===== src/rtl/fb_write_ctrl_if.sv =====
//------------------------------------------------------------------------------
// fb_write_ctrl_if
//   Bus bundle for the frame-buffer write sequencer: the processor
//   single-word write handshake plus the RAM write port it drives.
//
//   cpu_req    processor write request, held until cpu_ack
//   cpu_addr   processor write address (AW bits)
//   cpu_wdata  processor write data (DW bits)
//   cpu_ack    one-cycle pulse, processor write performed
//   addr_in    RAM write address
//   data_in    RAM write data
//   regwrite   RAM write enable
//
//   slave  : the sequencer (receives requests, drives the RAM port)
//   master : the processor bridge / RAM side (issues requests, observes RAM port)
//------------------------------------------------------------------------------
`timescale 1ns/1ps
interface fb_write_ctrl_if #(
    parameter int AW = 15,
    parameter int DW = 8
);
    logic          cpu_req;
    logic [AW-1:0] cpu_addr;
    logic [DW-1:0] cpu_wdata;
    logic          cpu_ack;
    logic [AW-1:0] addr_in;
    logic [DW-1:0] data_in;
    logic          regwrite;

    modport slave (
        input  cpu_req, cpu_addr, cpu_wdata,
        output cpu_ack, addr_in, data_in, regwrite
    );

    modport master (
        output cpu_req, cpu_addr, cpu_wdata,
        input  cpu_ack, addr_in, data_in, regwrite
    );
endinterface


===== src/rtl/fb_write_ctrl.sv =====
//------------------------------------------------------------------------------
// fb_write_ctrl
//   Write-port sequencer for the dual-port camera frame buffer. Arbitrates
//   the single RAM write port between a non-stallable camera pixel stream
//   (highest priority), processor single-word writes (ready/ack handshake)
//   and a hardware frame-clear sweep. All outputs are registered; a write
//   accepted in one cycle appears on the RAM port in the next.
//
//   Ports:
//     clk, rst            clock, asynchronous active-high reset
//     cap_arm             pulse, arm single-shot capture (IDLE only)
//     cam_sof             pulse, camera start of frame
//     cam_valid/cam_data  pixel strobe and value
//     clr_start/clr_value start clear sweep, fill value (IDLE only)
//     busy                registered state != IDLE
//     frame_done          pulse with the write completing a frame
//     err_short           sticky, SOF arrived mid-frame; cleared by cap_arm
//     bus (slave)         processor handshake + RAM write port
//
//   Optional feature FB_MARKER_EN: when defined, each capture and each clear
//   sweep ends with one MARK cycle writing all-ones to address 2**AW-1; on a
//   capture, frame_done moves onto that marker write.
//------------------------------------------------------------------------------
`timescale 1ns/1ps
module fb_write_ctrl #(
    parameter int AW   = 15,
    parameter int DW   = 8,
    parameter int NPIX = 19200
) (
    input  logic          clk,
    input  logic          rst,
    input  logic          cap_arm,
    input  logic          cam_sof,
    input  logic          cam_valid,
    input  logic [DW-1:0] cam_data,
    input  logic          clr_start,
    input  logic [DW-1:0] clr_value,
    output logic          busy,
    output logic          frame_done,
    output logic          err_short,
    fb_write_ctrl_if.slave bus
);
    localparam logic [2:0] S_IDLE    = 3'd0;
    localparam logic [2:0] S_ARMED   = 3'd1;
    localparam logic [2:0] S_CAPTURE = 3'd2;
    localparam logic [2:0] S_CLEAR   = 3'd3;
`ifdef FB_MARKER_EN
    localparam logic [2:0] S_MARK    = 3'd4;
`endif
    localparam logic [AW-1:0] LAST_PIX = AW'(NPIX - 1);

    logic [2:0]    state_q, state_d;
    logic [AW-1:0] ptr_q, ptr_d;
    logic [DW-1:0] clr_val_q, clr_val_d;
    logic          err_q, err_d;
    logic          busy_q, busy_d;
    logic          fd_q, fd_d;
    logic          ack_q, ack_d;
    logic          wr_q, wr_d;
    logic [AW-1:0] addr_q, addr_d;
    logic [DW-1:0] data_q, data_d;
`ifdef FB_MARKER_EN
    // Remembers whether the pending MARK cycle closes a capture (frame_done).
    logic          mark_fd_q, mark_fd_d;
`endif
    logic          cpu_ok;
    logic [AW-1:0] base;

    always_comb begin
        state_d   = state_q;
        ptr_d     = ptr_q;
        clr_val_d = clr_val_q;
        err_d     = err_q;
        // busy trails the state by one cycle so it falls after the last write
        busy_d    = (state_q != S_IDLE);
        fd_d      = 1'b0;
        ack_d     = 1'b0;
        wr_d      = 1'b0;
        addr_d    = '0;
        data_d    = '0;
        base      = ptr_q;
`ifdef FB_MARKER_EN
        mark_fd_d = mark_fd_q;
`endif
        // Processor gets the port only when no sequencer write can occur this
        // cycle; blocking on ack_q enforces the two-cycle minimum spacing.
        cpu_ok = bus.cpu_req && !ack_q &&
                 ((state_q == S_IDLE) || (state_q == S_ARMED) ||
                  ((state_q == S_CAPTURE) && !cam_valid));
        if (cpu_ok) begin
            wr_d   = 1'b1;
            ack_d  = 1'b1;
            addr_d = bus.cpu_addr;
            data_d = bus.cpu_wdata;
        end

        case (state_q)
            S_IDLE: begin
                if (clr_start) begin
                    state_d   = S_CLEAR;
                    clr_val_d = clr_value;
                    ptr_d     = '0;
                end else if (cap_arm) begin
                    state_d = S_ARMED;
                    err_d   = 1'b0;
                end
            end
            S_ARMED: begin
                if (cam_sof) begin
                    state_d = S_CAPTURE;
                    ptr_d   = '0;
                end
            end
            S_CAPTURE: begin
                // A restart mid-frame rewinds; a same-cycle pixel lands at 0.
                if (cam_sof && (ptr_q != '0)) begin
                    err_d = 1'b1;
                    base  = '0;
                end
                ptr_d = base;
                if (cam_valid) begin
                    wr_d   = 1'b1;
                    addr_d = base;
                    data_d = cam_data;
                    if (base == LAST_PIX) begin
                        ptr_d = '0;
`ifdef FB_MARKER_EN
                        state_d   = S_MARK;
                        mark_fd_d = 1'b1;
`else
                        state_d = S_IDLE;
                        fd_d    = 1'b1;
`endif
                    end else begin
                        ptr_d = base + AW'(1);
                    end
                end
            end
            S_CLEAR: begin
                wr_d   = 1'b1;
                addr_d = ptr_q;
                data_d = clr_val_q;
                if (ptr_q == LAST_PIX) begin
                    ptr_d = '0;
`ifdef FB_MARKER_EN
                    state_d   = S_MARK;
                    mark_fd_d = 1'b0;
`else
                    state_d = S_IDLE;
`endif
                end else begin
                    ptr_d = ptr_q + AW'(1);
                end
            end
`ifdef FB_MARKER_EN
            S_MARK: begin
                wr_d      = 1'b1;
                addr_d    = '1;
                data_d    = '1;
                fd_d      = mark_fd_q;
                mark_fd_d = 1'b0;
                state_d   = S_IDLE;
            end
`endif
            default: state_d = S_IDLE;
        endcase
    end

    always_ff @(posedge clk or posedge rst) begin
        if (rst) begin
            state_q   <= S_IDLE;
            ptr_q     <= '0;
            clr_val_q <= '0;
            err_q     <= 1'b0;
            busy_q    <= 1'b0;
            fd_q      <= 1'b0;
            ack_q     <= 1'b0;
            wr_q      <= 1'b0;
            addr_q    <= '0;
            data_q    <= '0;
`ifdef FB_MARKER_EN
            mark_fd_q <= 1'b0;
`endif
        end else begin
            state_q   <= state_d;
            ptr_q     <= ptr_d;
            clr_val_q <= clr_val_d;
            err_q     <= err_d;
            busy_q    <= busy_d;
            fd_q      <= fd_d;
            ack_q     <= ack_d;
            wr_q      <= wr_d;
            addr_q    <= addr_d;
            data_q    <= data_d;
`ifdef FB_MARKER_EN
            mark_fd_q <= mark_fd_d;
`endif
        end
    end

    assign busy         = busy_q;
    assign frame_done   = fd_q;
    assign err_short    = err_q;
    assign bus.cpu_ack  = ack_q;
    assign bus.regwrite = wr_q;
    assign bus.addr_in  = addr_q;
    assign bus.data_in  = data_q;
endmodule

===== src/flat_wrapper.sv =====
// flat-port wrapper written by rule: the top's interface ports become plain ports
module fb_write_ctrl_flat 
#(
    parameter int AW   = 15,
    parameter int DW   = 8,
    parameter int NPIX = 19200
)
  (clk, rst, cap_arm, cam_sof, cam_valid, cam_data, clr_start, clr_value, busy, frame_done, err_short, bus_cpu_req, bus_cpu_addr, bus_cpu_wdata, bus_cpu_ack, bus_addr_in, bus_data_in, bus_regwrite);
  fb_write_ctrl_if #(.AW(AW), .DW(DW)) bus_i ();
  input  logic clk;
  input  logic rst;
  input  logic cap_arm;
  input  logic cam_sof;
  input  logic cam_valid;
  input  logic [DW-1:0] cam_data;
  input  logic clr_start;
  input  logic [DW-1:0] clr_value;
  output logic busy;
  output logic frame_done;
  output logic err_short;
  input wire logic [$bits(bus_i.cpu_req)-1:0] bus_cpu_req;
  input wire logic [$bits(bus_i.cpu_addr)-1:0] bus_cpu_addr;
  input wire logic [$bits(bus_i.cpu_wdata)-1:0] bus_cpu_wdata;
  output wire logic [$bits(bus_i.cpu_ack)-1:0] bus_cpu_ack;
  output wire logic [$bits(bus_i.addr_in)-1:0] bus_addr_in;
  output wire logic [$bits(bus_i.data_in)-1:0] bus_data_in;
  output wire logic [$bits(bus_i.regwrite)-1:0] bus_regwrite;
  assign bus_i.cpu_req = bus_cpu_req;
  assign bus_i.cpu_addr = bus_cpu_addr;
  assign bus_i.cpu_wdata = bus_cpu_wdata;
  assign bus_cpu_ack = bus_i.cpu_ack;
  assign bus_addr_in = bus_i.addr_in;
  assign bus_data_in = bus_i.data_in;
  assign bus_regwrite = bus_i.regwrite;
  fb_write_ctrl #(.AW(AW), .DW(DW), .NPIX(NPIX)) u_core (.clk(clk), .rst(rst), .cap_arm(cap_arm), .cam_sof(cam_sof), .cam_valid(cam_valid), .cam_data(cam_data), .clr_start(clr_start), .clr_value(clr_value), .busy(busy), .frame_done(frame_done), .err_short(err_short), .bus(bus_i));
endmodule

===== config.mk =====
export PLATFORM = sky130hd
export DESIGN_NAME = fb_write_ctrl_flat
export DESIGN_NICKNAME = d
export VERILOG_FILES = /design/src/rtl/fb_write_ctrl_if.sv /design/src/rtl/fb_write_ctrl.sv /design/src/flat_wrapper.sv
export SDC_FILE = /design/constraint.sdc
export NUM_CORES = 1
export LEC_CHECK = 0
export ABC_AREA = 0
export ABC_CLOCK_PERIOD_IN_PS = 5700
export BUFFER_PORTS_ARGS = -buffer_cell sky130_fd_sc_hd__buf_4
export CORE_UTILIZATION = 56
export DETAILED_ROUTE_END_ITERATION = 12
export PLACE_DENSITY = 0.8
export SETUP_SLACK_MARGIN = 0.02
export SLEW_MARGIN = 20
export SYNTH_ARGS = -nofsm -noshare
export SYNTH_HDL_FRONTEND = slang
export SYNTH_SLANG_ARGS = --single-unit

===== constraint.sdc =====
create_clock -name clk -period 5.7 [get_ports clk]
set_input_delay 0.285 -clock clk [delete_from_list [all_inputs] [get_ports clk]]
set_output_delay 0.285 -clock clk [all_outputs]
set_load 0.02 [all_outputs]

# Word level (Yosys, flattened, before mapping)
# Cells that the tools add are included.
# op_classes
add_sub_neg	2
eq_ne	14
n_reduce_logical	17
muxes	31
# op_table
op	n
two-way mux 15 bit	9
case mux 15 bit (4 select lines)	1
adder 15 x 1 -> 15 bit, second input constant	2
equality test 15 bit, second input constant	2
case mux 15 bit (2 select lines)	1
two-way mux 3 bit	6
two-way mux 8 bit	2
case mux 8 bit (2 select lines)	1
nonzero test 15 bit	1
inequality test 2 bit, second input constant	7
case mux 3 bit (4 select lines)	1
two-way mux 1 bit	8
equality test 3 x 2 -> 1 bit, second input constant	2
AND reduction 5 bit	1
logical AND 1 bit	4
case mux 1 bit (2 select lines)	2
AND reduction 4 bit	1
nonzero test 4 bit	1
equality test 3 x 1 -> 1 bit, second input constant	1
zero test 3 bit	1
inequality test 3 bit, second input constant	1
AND reduction 3 bit	1
nonzero test 3 bit	1
zero test 1 bit	2
other kinds (4)	5
# word_totals
word_cells	74
reg_bits	54

# Depth between registers and ports, before layout
# Gate-level depths: netlist of the first run.
# logic_depth
ltp_word	8
ltp_mapped	13
ltp_nobuf	11

# Worst setup path before layout of the first run
# Ideal clock, no wire load.
# synth_path
path_type	register to register
from	register u_core.ptr_q[0]
to	register u_core.ptr_q[6]
path_slack_ns	2.808
arrival_ns	2.765
n_path_buf	2
setup_ns	0.127
stages_incl_launch_ff	14
path_cell_list	dfrtp_1 -> inv_1 -> ha_1 -> nor4b_1 -> a41oi_1 -> clkbuf_1 -> nor2_1 -> ha_1 -> nand4_1 -> nor4_4 -> nor3_4 -> buf_6 -> a222oi_1 -> inv_1
# synth_between
elab_chain_len	8
# synth_lines
item	line	text
from (decl)	fb_write_ctrl.sv:53	logic [AW-1:0] ptr_q, ptr_d;
from (signal assigned)	fb_write_ctrl.sv:186	ptr_q <= ptr_d;
nonzero test 15 bit	fb_write_ctrl.sv:116	if (cam_sof && (ptr_q != '0)) begin
logical AND 1 bit	fb_write_ctrl.sv:116	
two-way mux 15 bit	fb_write_ctrl.sv:116	
two-way mux 15 bit	fb_write_ctrl.sv:97	case (state_q)
adder 15 x 1 -> 15 bit or equality test 15 bit (tied branches)	fb_write_ctrl.sv:135, fb_write_ctrl.sv:125	
two-way mux 15 bit	fb_write_ctrl.sv:125	if (base == LAST_PIX) begin
two-way mux 15 bit	fb_write_ctrl.sv:121	if (cam_valid) begin
case mux 15 bit (4 select lines) (*)	fb_write_ctrl.sv:97	
# Every way passes the cells marked *; elsewhere a longest branch is shown, timed or not. The select of a mux whose other input is x is not followed.
# A chain may end at the register's enable or synchronous reset.

# Worst setup path after layout of the first run
# layout_path
from	register u_core.ptr_q[0]
to	register u_core.ptr_q[7]
# The elaborated chain is that of the path after synthesis.

==> results of run 1 <==
[flip-flops by register name, indices dropped and copies added (netlist names)]
name                 flops
u_core.bus.data_in       8
u_core.bus.cpu_ack       1
u_core.frame_done        1
u_core.bus.addr_in      15
u_core.bus.regwrite      1
u_core.state_q           2
u_core.err_short         1
u_core.clr_val_q         8
u_core.ptr_q            15
u_core.busy              1
[worst max-delay path by stage]
| stage | cells past startpoint | start | end |
|---|---|---|---|
| 4_1_cts | 11 | u_core.ptr_q[0] | u_core.ptr_q[7] |
| 3_3_place_gp | 11 | u_core.ptr_q[0] | u_core.ptr_q[11] |
| 6_report | 11 | u_core.ptr_q[0] | u_core.ptr_q[7] |
| 5_1_grt | 11 | u_core.ptr_q[0] | u_core.ptr_q[7] |
| 3_5_place_dp | 11 | u_core.ptr_q[0] | u_core.ptr_q[7] |
| 2_1_floorplan | 13 | u_core.ptr_q[0] | u_core.ptr_q[6] |
[per-stage QoR]
step / util / cell area [um2]
detailed placement: 0.7017 / 3314
global placement: 0.7017 / 3314
finish: 0.7203 / 3402
CTS: 0.7200 / 3401
global route: 0.7203 / 3402
floorplan: - / 2764
[logic make-up after synthesis]
group           count (synthesis)
buf+inv                        37
xor+xnor                        6
flops                          53
fa+ha+maj                       3
mux                             9
compound gates                 91
simple gates                   70
[layout make-up]
| class | instances | area (um2) |
|---|---|---|
| clock buffer | 6 | 72.57 |
| inverter | 18 | 68.82 |
| sequential | 53 | 1326 |
| tap | 67 | 83.83 |
| timing repair buffer | 75 | 563.0 |
| multi-input combinational | 179 | 1274 |
| clock inverter | 2 | 13.76 |
| fill | 372 | 1321 |
[layer usage]
layer | track usage | wire length, um | vias up
li1 | - | - | 1155
met1 | 0.3951 | 2928 | 1204
met2 | 0.4019 | 3265 | 94
met3 | 0.05139 | 478 | 6
met4 | 0.09586 | 91 | 0
met5 | 0 | 0 | -
[layout by cell type (no fill, tap or decap), drive strengths merged, types with 6 or more instances in the layout]
master	n
a31oi	6
nand2	11
mux2	8
a21oi	15
nor3	6
dfrtp	53
nand3	11
a22o	14
o21ai	17
a222oi	9
inv	18
clkbuf	6
buf	75
nor2	15
[report_power, final]
group | internal [mW] | total (mW) | switching [mW]
combinational | 0.276 | 0.662 | 0.386
clock | 0.0878 | 0.211 | 0.123
sequential | 0.480 | 0.558 | 0.0778
[worst max-delay path, delay by kind of cell, from the launching register on]
family,cells,cell delay [ns]
and+or+nand+nor,5,1.44
AOI/OAI and AO/OA,2,0.85
DFF,1,0.49
adders and majority gates,2,0.36
muxes,1,0.12
buffers and inverters,1,0.11
==> results, run 1 <==
- The flow ran to the end, and the final reports show no timing, DRC or antenna violations.
- The largest incremental delay on the critical path is 0.50 ns.
- The path type of the worst min-delay path is in2async.
- The post-route clock skew is ~0.0036 ns.
- The number of levels the H-tree was split into is 2.
- The minimum period implied by the final worst setup slack is approximately 3.5 ns.
- For this run, the leading register cell type out of synthesis is dfrtp_1.
- The mean instance size in the synthesized netlist is about 10 um2.
- The data required time at the worst endpoint is just under 6 ns.
- In the final routed layout, each cell accounts on average for 16.91 um.
- The final net count is 381.
- Once the clock tree was built, the setup fixing pass inserted 0 buffers.
- The startpoint kind of the worst setup timing path is a flop.
- Clock latency on the worst-skew pair, taken at its later pin, is approximately 0.30 ns.
- The count of final max-slew check failures is 0.
- In this run, post-CTS hold repair placed 0 buffers.
- The worst hold margin is 0.1261 ns.
- The global-route wire length before repair is 10.69 mm.
- In this run the critical register-to-register path is launched from u_core.ptr_q[0].
- The layout-stage area growth over the synthesis result is 23.09%.
- In the post-route analysis, the smallest setup slack over all paths is ~2.2 ns.
- The number of gates resized after CTS was 0.
- The register-to-register setup slack is 2.21 ns.
- The total number of clock tree sinks is 53.
- Using the TritonRoute via totals, the vias-per-cell ratio works out to just over 6.
- The overall track demand over capacity in global routing is 0.2698.
- The longest clock path from root to sink contains 2 buffers.
- The count of antenna diodes in the layout is 0.
- The synthesized-area fraction occupied by ao, oa, aoi and oai cells is 0.2463.
- The aggregate routed wire length is around 6.8 mm.
- The count of nets left with antenna violations once routing finished came out at 0.
- The number of maximum-capacitance violations is 0.
- The cell repeated most along the worst path is ha_1.
- Clock-pin slew was measured on the worst setup and hold paths at ~0.09 ns.
- The core region is 0.004723 mm2.
- When the netlist entered floorplanning its net count stood at approximately 320.
- The number of cell instances on the worst register-to-register path is 11.
- The detailed router's first-iteration violation count is between 300 and 400.
- The data arrival time of the worst path is 3.67 ns.
- The flip-flop and latch count after synthesis is 53.
- In the post-synthesis netlist, the biggest area contributors are dfrtp_1 48%, a22o_1 4.1%, a222oi_1 3.3%.
- The post-placement setup slack is between 2 and 2.5 ns.
- The number of vias after detailed routing is roughly 2500.
- The last weighted congestion value of the routability-driven placer is ~0.92.
- For this run, the number of Yosys warnings is 0.
- The count of buffers inserted at the top-level ports is 73.
- The number of different library cells used by synthesis comes to 55.
- The async set-or-reset flop fraction in the synthesized netlist is 1.000.
- The combinational family with the most area after synthesis is compound AO/OA/AOI/OAI gates.
- Setup repair after global routing left no endpoint under its margin.
- The horizontal die dimension is 72.26 um.
- The count of flip-flops with a built-in enable after synthesis is 0.
- Dividing total power by cell area gives a power density of about 420 mW/mm2.
- TritonCTS created 5 clock buffers.
- The cell type with the largest total area after synthesis is dfrtp_1.
- The largest net degree at the start of global routing is 54.
- The endpoint identified for the worst register-to-register timing path is u_core.ptr_q[7].
- Yosys instantiated no cell more often than dfrtp_1.
- The worst ir drop on vdd is ~0.23 mV.
- The overall power consumption is ~1.4 mW.
- The library cell used as clock root buffer is clkbuf_8.
- TritonCTS built the clock tree.
- The layout cell share with drive strength beyond 1 is 0.3003.
- Of the total synthesized cell area, the portion taken by AND, OR, NAND and NOR gates is 0.1440.
- For this configuration, the core starts out at a cell density of 0.5852.
- The number of global-route vias before repair is 2158.
- The worst setup path category is reg2reg.
- The number of remaining DRC errors is 0.
- Of the total synthesized cell area, the portion taken by XOR and XNOR cells is 0.01901.
- The sequential cell area fraction in the yosys report is 0.4799.
- The filler-free cell count of the finished design is 400.
- The floorplan has 25 rows.
- The I/O pin count is between 70 and 80.
- The setup total negative slack is 0 ns.
- The cell count after synthesis came out at approximately 270.
- The worst max-slew margin expressed relative to the limit is 0.2873.
- The number of placed instances, taps included is between 300 and 400.
- The critical path goes through inv_1 > ha_1 > nor4b_1 > a41oi_1 > nor2_1 > ha_1 > nand4_1 > nor4_4 > nor3_4 > a221oi_1 > mux2i_1.
- After synthesis, the most frequently instantiated cells are 53 x dfrtp_1, 18 x inv_1, 15 x a21oi_1, 15 x nor2_1, 15 x o21ai_0.
- The first TritonRoute pass finished after 5 iterations.
- The final count of negative-setup-slack endpoints is 0.
- In this run the worst path has a maximum fanout of 14.
- The master of the slowest instance on the critical path is a41oi_1.
- The share of synthesized cell area in full adder, half adder and majority cells is 0.01358.
- The combined area of all synthesized cells is around 0.0028 mm2.
- Detailed placement ended at an HPWL of 4.791 mm.
- The share of synthesized area in the top cell type comes to 0.4799.
- The number of failing hold endpoints at the final stage is 0.
- After synthesis, the share of cell area in mux cells is 0.03622.
- Global routing finished with a remaining overflow of 0.
- The number of antenna violations at the first check in global routing is 0.
- The die is 72.26 um tall.
- The kind of end point of the critical path is a flop.
- Timing would allow up to ~290 MHz.
- The die outline area is 0.005221 mm2.
- At the pin with the least slew margin, the transition time is between 1 and 1.5 ns.
- In the finished design, the share of the clock period the worst path needs comes to 0.6117.
- Summed over all cells, the static leakage comes to approximately 1.6 nW.
Note: power is estimated with default switching activity, not from simulation.
==> run 2, diff against run 1 <==
--- a/config.mk
+++ b/config.mk
@@ -5,12 +5,12 @@
 export SDC_FILE = /design/constraint.sdc
 export NUM_CORES = 1
 export LEC_CHECK = 0
-export ABC_AREA = 0
-export ABC_CLOCK_PERIOD_IN_PS = 5700
+export ABC_AREA = 1
+export ABC_CLOCK_PERIOD_IN_PS = 3500
 export BUFFER_PORTS_ARGS = -buffer_cell sky130_fd_sc_hd__buf_4
-export CORE_UTILIZATION = 56
+export CORE_UTILIZATION = 54
 export DETAILED_ROUTE_END_ITERATION = 12
-export PLACE_DENSITY = 0.8
+export PLACE_DENSITY = 0.76
 export SETUP_SLACK_MARGIN = 0.02
 export SLEW_MARGIN = 20
 export SYNTH_ARGS = -nofsm -noshare
==> constraint.sdc (replaced) <==
create_clock -name clk -period 3.5 [get_ports clk]
set_input_delay 0.175 -clock clk [delete_from_list [all_inputs] [get_ports clk]]
set_output_delay 0.175 -clock clk [all_outputs]
set_load 0.02 [all_outputs]
==> run 2 against run 1 <==
  * Utilization down 3.9 points
  * Largest power group unchanged
  * First-iteration DRC count down 21%
  * Synthesized cell count up 48%
==> results, run 2 <==
- The flow ran to the end, and the final reports show no timing, DRC or antenna violations.
- The worst register-to-register path ends at u_core.ptr_q[0].
- The largest net degree at the start of global routing is between 50 and 60.
- Setup violations remaining at the end of the flow were counted as 0.
- After technology mapping, the gate count stands at about 400.
- Across the VDD grid, the largest voltage drop is 0.5365 mV.
- After synthesis the netlist holds a flip-flop and latch count of 53.
- The count of flip-flops with a built-in enable after synthesis is 0.
- The count of final max-slew check failures was 0.
- The worst flop-to-flop path startpoint is u_core.ptr_q[0].
- The placement row count is 27.
- The remaining number of nets flagged by the antenna check after routing is 0.
- The final critical-path share of the clock period is 0.7894.
- For this run, the register share of the synthesized area comes to 0.4327.
- The final net count is between 500 and 600.
- The count of different cell masters after synthesis is 35.
- The combined area of all synthesized cells is between 0.003 and 0.004 mm2.
- The analysis attributes to cell leakage a power of around 1.8 nW.
- The cell repeated most along the worst path is nor2_1.
- The library cell used as clock root buffer is clkbuf_8.
- The area fraction of the dominant cell type after synthesis is 0.4327.
- The post-synthesis net count is ~450.
- The main flop type after synthesis is dfrtp_1.
- The placed cell area is 0.003640 mm2.
- The global-route wire length before repair is about 14 mm.
- Of the total power, the clock network draws 0.157.
- Averaged over all synthesized cells, the footprint is around 7.7 um2.
- The repair_antennas step left the layout with diodes totalling 0.
- After routing, the total negative slack on setup checks comes to 0 ns.
- For this run, asynchronously set or reset flops after synthesis account for 1.000.
- The transition time of the tightest slew-check pin is between 0.8 and 0.9 ns.
- Max-cap violations in this run came to 0.
- The total number of clock tree sinks is between 50 and 60.
- The number of levels the H-tree was split into is 2.
- The kind of end point of the critical path is a flop.
- The total number of yosys warnings is 0.
- Of the total power, the share spent switching nets is 0.4281.
- The cell family contributing the most delay on the critical path is simple AND/OR/NAND/NOR gates.
- The initial utilization of the core area, before any placement, comes to 0.5601.
- The layout-stage area growth over the synthesis result is 21.59%.
- The cell type with the largest total area after synthesis is dfrtp_1.
- The worst setup path is launched from a flop.
- The clock passes through at most 2 buffers.
- The count of buffers inserted at the top-level ports is 73.
- The die covers 0.005982 mm2.
- In the layout the commonest cells are 94 x nand2_1, 76 x buf_4, 53 x dfrtp_1, 44 x nand3_1, 40 x inv_1.
- The number of antenna violations at the first check in global routing is 0.
- After clock tree synthesis, the repair step resized 0 gates.
- Among all cell types in the netlist, the one instantiated most often is nand2_1.
- Hold repair after CTS inserted 0 buffers.
- The routed design could run at a clock period as short as around 2.8 ns.
- The worst-path maximum fanout is 15.
- The clock tree from TritonCTS is done.
- The floorplan step set the die width to approximately 77 um.
- The total buffers and inverters traversed by the critical path is 2.
- The sequential cell fraction of total power is 0.392.
- Setup repair after global routing left no endpoint under its margin.
- The tightest min-delay check is of the in2async type.
- TritonCTS created 5 clock buffers.
- The number of vias after detailed routing is approximately 3000.
- For this design the top-level I/O count stands at between 70 and 80.
- The number of setup buffers added after CTS is 0.
- The detailed router's first-iteration violation count is 269.
- The data required time at the worst endpoint is roughly 3.7 ns.
- Of the total power, combinational logic draws 0.452.
- Using the TritonRoute via totals, the vias-per-cell ratio works out to 5.570.
- The master of the slowest instance on the critical path is dfrtp_1.
- Traced cell by cell, the critical path runs through inv_1 > ha_1 > nand3_1 > nor2_1 > nand2_2 > nand2_4 > inv_2 > nor2_1 > ha_1 > nand2_1 > nor2_1 > nand3_1 > o21ai_2 > nand2_2 > o21ai_0 > o211ai_1.
- The leading cell type in the layout, fill and taps excluded is nand2_1.
- The total congestion overflow after global routing is 0.
- The data arrival time of the worst path is approximately 3.0 ns.
- The layout has roughly 460 filler cells.
- The overall track demand over capacity in global routing is 0.3021.
- The highest attainable clock frequency is between 300 and 400 MHz.
- The total power divided by cell area is around 600 mW/mm2.
- Sorting the synthesized cells by how often they occur yields 94 x nand2_1, 53 x dfrtp_1, 44 x nand3_1.
- The worst setup path category is reg2reg.
- The number of failing hold endpoints at the final stage is 0.
- The number of remaining DRC errors is 0.
- After clock tree synthesis, the clock-pin slew on the worst setup and hold paths is around 0.10 ns.
- The last weighted congestion value of the routability-driven placer is between 0.9 and 1.
- The analysis attributes to net switching a power of ~0.96 mW.
- The layout cell share with drive strength beyond 1 is 0.2441.
- The worst pin sits at a relative slew slack of 0.4369.
- Once layout is done, the placed cells without fillers occupy 0.003727 mm2.
- The half-perimeter wire length after detailed placement is roughly 6.3 mm.
- The number of global-route vias before repair is ~2900.
- The die extent in y is approximately 77 um.
- The source-to-sink clock delay at the later pin of the worst-skew pair is around 0.31 ns.
- Sorting the synthesized cells by area gives the leading types as dfrtp_1 43%, nand2_1 12%, nand3_1 7.2%.
- The core area is 0.005473 mm2.
- The register-to-register setup slack is between 0.7 and 0.8 ns.
- The post-route clock skew is between 0.006 and 0.007 ns.
- The detailed-routing iteration count for the pre-antenna-repair pass is 5.
- The worst register-to-register path has a depth of 16.
- The aggregate routed wire length is roughly 8.5 mm.
- Dividing the detail-routed wire length by the instance count gives between 15 and 20 um.
- The largest incremental delay on the critical path is 0.45 ns.
- The cell-internal power is between 1 and 1.5 mW.
[run 2: cell type report]
type | instances | area (um2) | area share
Sequential cell | 53 | 1326 | 0.3558
Inverter | 44 | 165.2 | 0.04431
Multi-Input combinational cell | 286 | 1488 | 0.3991
Tap cell | 72 | 90.09 | 0.02417
Timing Repair Buffer | 76 | 570.5 | 0.1531
Clock buffer | 6 | 72.57 | 0.01947
Clock inverter | 2 | 15.01 | 0.004028
[run 2: how the worst max path moves through the flow]
stage,startpoint,endpoint,cells past startpoint
after global routing,u_core.ptr_q[0],u_core.ptr_q[5],16
after CTS,u_core.ptr_q[0],u_core.ptr_q[0],16
final,u_core.ptr_q[0],u_core.ptr_q[0],16
after detailed placement,u_core.ptr_q[0],u_core.ptr_q[0],16
after floorplan,u_core.ptr_q[0],u_core.ptr_q[0],17
after global placement,u_core.ptr_q[0],u_core.ptr_q[0],16
[run 2: logic make-up (layout without fill, tap and decap cells)]
family | count (synthesis) | after routing | share of synthesized area
xor+xnor | 3 | 3 | 0.008573
buf+inv | 58 | 128 | 0.08204
compound gates | 63 | 63 | 0.1265
simple gates | 209 | 209 | 0.3086
flops | 53 | 53 | 0.4327
fa+ha+maj | 3 | 3 | 0.01225
mux | 8 | 8 | 0.02939
[run 2: tightest hold or removal path: stages]
cell and delay [ns]:
buf_4 0.11, inv_2 0.04, buf_4 0.53
[run 2: stage by stage]
stage | hold WS (ns) | total power [mW] | std cells | util | setup slack (ns)
2_1_floorplan | 0.2949 | 1.525 | 397 | - | 1.226
3_3_place_gp | 0.3805 | 1.874 | 531 | 0.6651 | 0.9268
3_5_place_dp | 0.3834 | 1.905 | 531 | 0.6651 | 0.7941
4_1_cts | 0.06245 | 2.248 | 539 | 0.6811 | 0.7755
5_1_grt | 0.06165 | 2.391 | 539 | 0.6811 | 0.4604
6_report | 0.05329 | 2.249 | 539 | 0.6811 | 0.7372
[run 2: power by group through the flow]
stage | clock [mW] | sequential (mW) | combinational (mW)
2_1_floorplan | 0 | 1.00 | 0.522
3_3_place_gp | 0 | 0.884 | 0.990
3_5_place_dp | 0 | 0.893 | 1.01
4_1_cts | 0.356 | 0.880 | 1.01
5_1_grt | 0.380 | 0.899 | 1.11
6_report | 0.353 | 0.881 | 1.02
[run 2: layer usage]
layer  up-vias  track usage  share of wire
met5         -            0              0
met3        14      0.03529          0.052
met2       110       0.4920           0.49
met4         0       0.1057          0.016
li1       1455            -              -
met1      1423       0.4167           0.44
==> run 3, diff against run 2 <==
--- a/config.mk
+++ b/config.mk
@@ -6,11 +6,11 @@
 export NUM_CORES = 1
 export LEC_CHECK = 0
 export ABC_AREA = 1
-export ABC_CLOCK_PERIOD_IN_PS = 3500
+export ABC_CLOCK_PERIOD_IN_PS = 2500
 export BUFFER_PORTS_ARGS = -buffer_cell sky130_fd_sc_hd__buf_4
-export CORE_UTILIZATION = 54
+export CORE_UTILIZATION = 49
 export DETAILED_ROUTE_END_ITERATION = 12
-export PLACE_DENSITY = 0.76
+export PLACE_DENSITY = 0.73
 export SETUP_SLACK_MARGIN = 0.02
 export SLEW_MARGIN = 20
 export SYNTH_ARGS = -nofsm -noshare
==> constraint.sdc (replaced) <==
create_clock -name clk -period 2.5 [get_ports clk]
set_input_delay 0.125 -clock clk [delete_from_list [all_inputs] [get_ports clk]]
set_output_delay 0.125 -clock clk [all_outputs]
set_load 0.02 [all_outputs]
==> run 3 against run 2 <==
  * The run now ends with hold timing left
  * Clock power grew 80%
  * Non-clock buffer count grew 22
  * First-iteration DRC count grew 3.0%
  * Register-to-register slack lost 0.67 ns
  * Sequential share of layout area shrank 2.5 points
  * Worst setup slack lost 0.67 ns
  * Utilization shrank 1.2 points
  * Flip-flop and latch count is the same
  * Cell count grew 4.8%
  * Worst hold slack lost 0.056 ns
  * Maximum frequency grew 13%
  * Global-route usage shrank 1.7 points
==> results, run 3 (same netlist as run 2, synthesis figures left out) <==
- The half-perimeter wire length after detailed placement is roughly 6.4 mm.
- The smallest clock period supported by the final layout is computed as roughly 2.4 ns.
- The layout-stage area growth over the synthesis result is 30.82%.
- The run finished, with violations left.
- The master of the slowest instance on the critical path is dfrtp_1.
- At the pin with the least slew margin, the transition time is between 0.6 and 0.7 ns.
- The final net count is ~540.
- The effective utilization at floorplan is 0.5117.
- The filler-free cell count of the finished design is ~570.
- The final count of negative-setup-slack endpoints is 0.
- The layout cell share with drive strength beyond 1 is 0.3041.
- The number of antenna violations at the first check in global routing is 0.
- For this design the top-level I/O count stands at 74.
- The number of maximum-capacitance violations is 0.
- Of the available clock period, the critical path in the final layout requires 0.9743.
- The worst max-slew margin expressed relative to the limit is 0.5415.
- The number of failing hold endpoints at the final stage came to 1.
- The library cell used as clock root buffer is clkbuf_8.
- The total clock buffers created by CTS is 5.
- The kind of end point of the critical path is a flop.
- Walking the worst path, the cells encountered are nor2_4 > nand2_2 > nor2_2 > nand2_2 > nand2_4 > nand2_1 > inv_2 > ha_4 > nand2_2 > nor2_2 > nand3_2 > o21ai_4 > nand2_4 > nand3b_1 > o211ai_1.
- Entering global routing, the biggest net connects 54 pins.
- The number of remaining DRC errors is 0.
- The number of hold buffers added after cts is 0.
- Between clock sinks in the finished design, the worst skew comes to 0.01075 ns.
- In the routed layout, each cell is associated on average with a via count of between 5 and 6.
- The last weighted congestion value of the routability-driven placer is 0.9425.
- The highest attainable clock frequency is about 410 MHz.
- The path type of the worst min-delay path is in2async.
- The worst-path maximum fanout is 6.
- The die extent in y is roughly 81 um.
- The data arrival time of the worst path is between 2 and 3 ns.
- In this design, the stage delay of the slowest critical-path cell is approximately 0.44 ns.
- In this run the core area contains 28 standard-cell rows.
- The clock tree from TritonCTS is done.
- The horizontal die dimension is between 80 and 90 um.
- The aggregate routed wire length is about 9.1 mm.
- The worst path setup slack after routing is around 0.064 ns.
- The maximum count of clock buffers along a single path is 2.
- The total area inside the core boundary comes to 0.005991 mm2.
- The final routed wire length divided by cell count is around 16 um.
- The count of final max-slew check failures is 0.
- For this design the static power due to leakage is a little under 2 nW.
- In this run the number of H-tree levels came out at 2.
- The final reports fail on hold timing.
- Together, buffers and inverters on the worst path number 1.
- The number of global-route vias before repair came to 2895.
- At the later pin of the worst-skew pair, clock insertion delay measures about 0.32 ns.
- The first TritonRoute pass finished after 5 iterations.
- Dividing total power by cell area gives a power density of 877.5 mW/mm2.
- The total number of clock tree sinks is 53.
- The share of the core filled with cells in the final layout is 0.6694.
- The critical path in this run is classified as reg2reg.
- The post-placement setup slack is 0.008883 ns.
- The overall track demand over capacity in global routing is 0.2854.
- The data required time at the worst endpoint is between 2 and 3 ns.
- The worst ir drop on vdd is roughly 0.64 mV.
- The detailed router's first-iteration violation count is between 200 and 300.
- The count of antenna diodes in the layout is 0.
- Setup total negative slack on the finished layout was measured at 0 ns.
- The CTS clock-pin slew for the worst setup and hold paths is roughly 0.1 ns.
- Summed over all layers, the global routing overflow is 0.
- The remaining number of nets flagged by the antenna check after routing is 0.
- The final route contains 3112 vias.
- STA classifies the critical path startpoint as a flop.
- Leaving out fill and tap cells, the most frequent cells in the layout are 98 x buf_4, 93 x nand2_1, 53 x dfrtp_1, 42 x nand3_1, 37 x inv_1.
- The number of fillers in the final layout is 499.
- The first global-routing pass estimated 14.09 mm of wire.
- Leaving out fill and tap cells, the most frequent cell in the layout is buf_4.
- The die outline area is around 0.0066 mm2.
- The number of placed instances, taps included, is 550.
- The family of cells with the greatest summed delay on the critical path is simple AND/OR/NAND/NOR gates.
- The cell that appears most often on the critical path is nand2_2.
- The tightest hold path in the finished design has a slack of -0.002759 ns.
- During placement, the flow inserted port buffers numbering 73.
run 3: cell types whose count changed in the layout (fill, tap and decap cells not counted), sizes merged:
cell,previous run,this run
buf,76,98
bufinv,0,1
clkinvlp,2,1
nand2,99,100
run 3: path summary, 6_finish.rpt:
kind                                    start                     to  slack (ns)  depth (start not counted)
max                          u_core.ptr_q[12]        u_core.ptr_q[7]        0.06                         15
min in group clk             bus_cpu_wdata[0]  u_core.bus.data_in[0]        0.01                          3
min reg2reg                u_core.bus.cpu_ack    u_core.bus.regwrite        0.50                          1
max in group asynchronous                 rst       u_core.ptr_q[11]        2.06                          3
min                                       rst  u_core.bus.data_in[1]      -0.003                          3
max reg2reg                  u_core.ptr_q[12]        u_core.ptr_q[7]        0.06                         15
run 3: layout make-up:
type                       count  area [um2]  share of cell area
timing repair buffer          98       735.7              0.1835
inverter                      44       167.7             0.04181
multi-input combinational    287        1567              0.3906
clock inverter                 2       37.54            0.009360
sequential                    53        1326              0.3307
clock buffer                   6       82.58             0.02059
tap                           75       93.84             0.02340
run 3: worst register-to-register path, stage by stage, from the launching register on:
cell,delay (ns)
dfrtp_1,0.44
nor2_4,0.15
nand2_2,0.07
nor2_2,0.17
nand2_2,0.09
nand2_4,0.11
nand2_1,0.11
inv_2,0.10
ha_4,0.14
nand2_2,0.05
nor2_2,0.14
nand3_2,0.13
o21ai_4,0.26
nand2_4,0.13
nand3b_1,0.12
o211ai_1,0.10
run 3: power breakdown:
group | internal, mW | leakage (nW) | switching [mW]
registers | 1.10 | 0.693 | 0.118
clock network | 0.326 | 0.0574 | 0.309
logic | 0.633 | 1.19 | 1.04
total | 2.06 | 1.94 | 1.46
run 3: stage by stage:
step                      area [um2]  power, mW
after detailed placement        3764      2.743
after CTS                       3889      3.370
after global routing            4010      3.707
after global placement          3764      2.701
after floorplan                 3065      2.135
final                           4010      3.519
run 3: per-layer routing:
metal	track usage	vias up	wire length, um	share of wire
li1	-	1505	-	-
met1	0.3960	1475	3992	0.44
met2	0.4580	120	4428	0.49
met3	0.04382	12	551	0.061
met4	0.08571	0	132	0.014
met5	0	-	0	0
run 3: repair_timing:
item / 4_1_cts / 5_1_grt
pin swaps: 0 / 11
setup endpoints to repair: 3 / 14
cloned: 0 / 1
resized for setup: 1 / 18
buffers inserted: 0 / 6
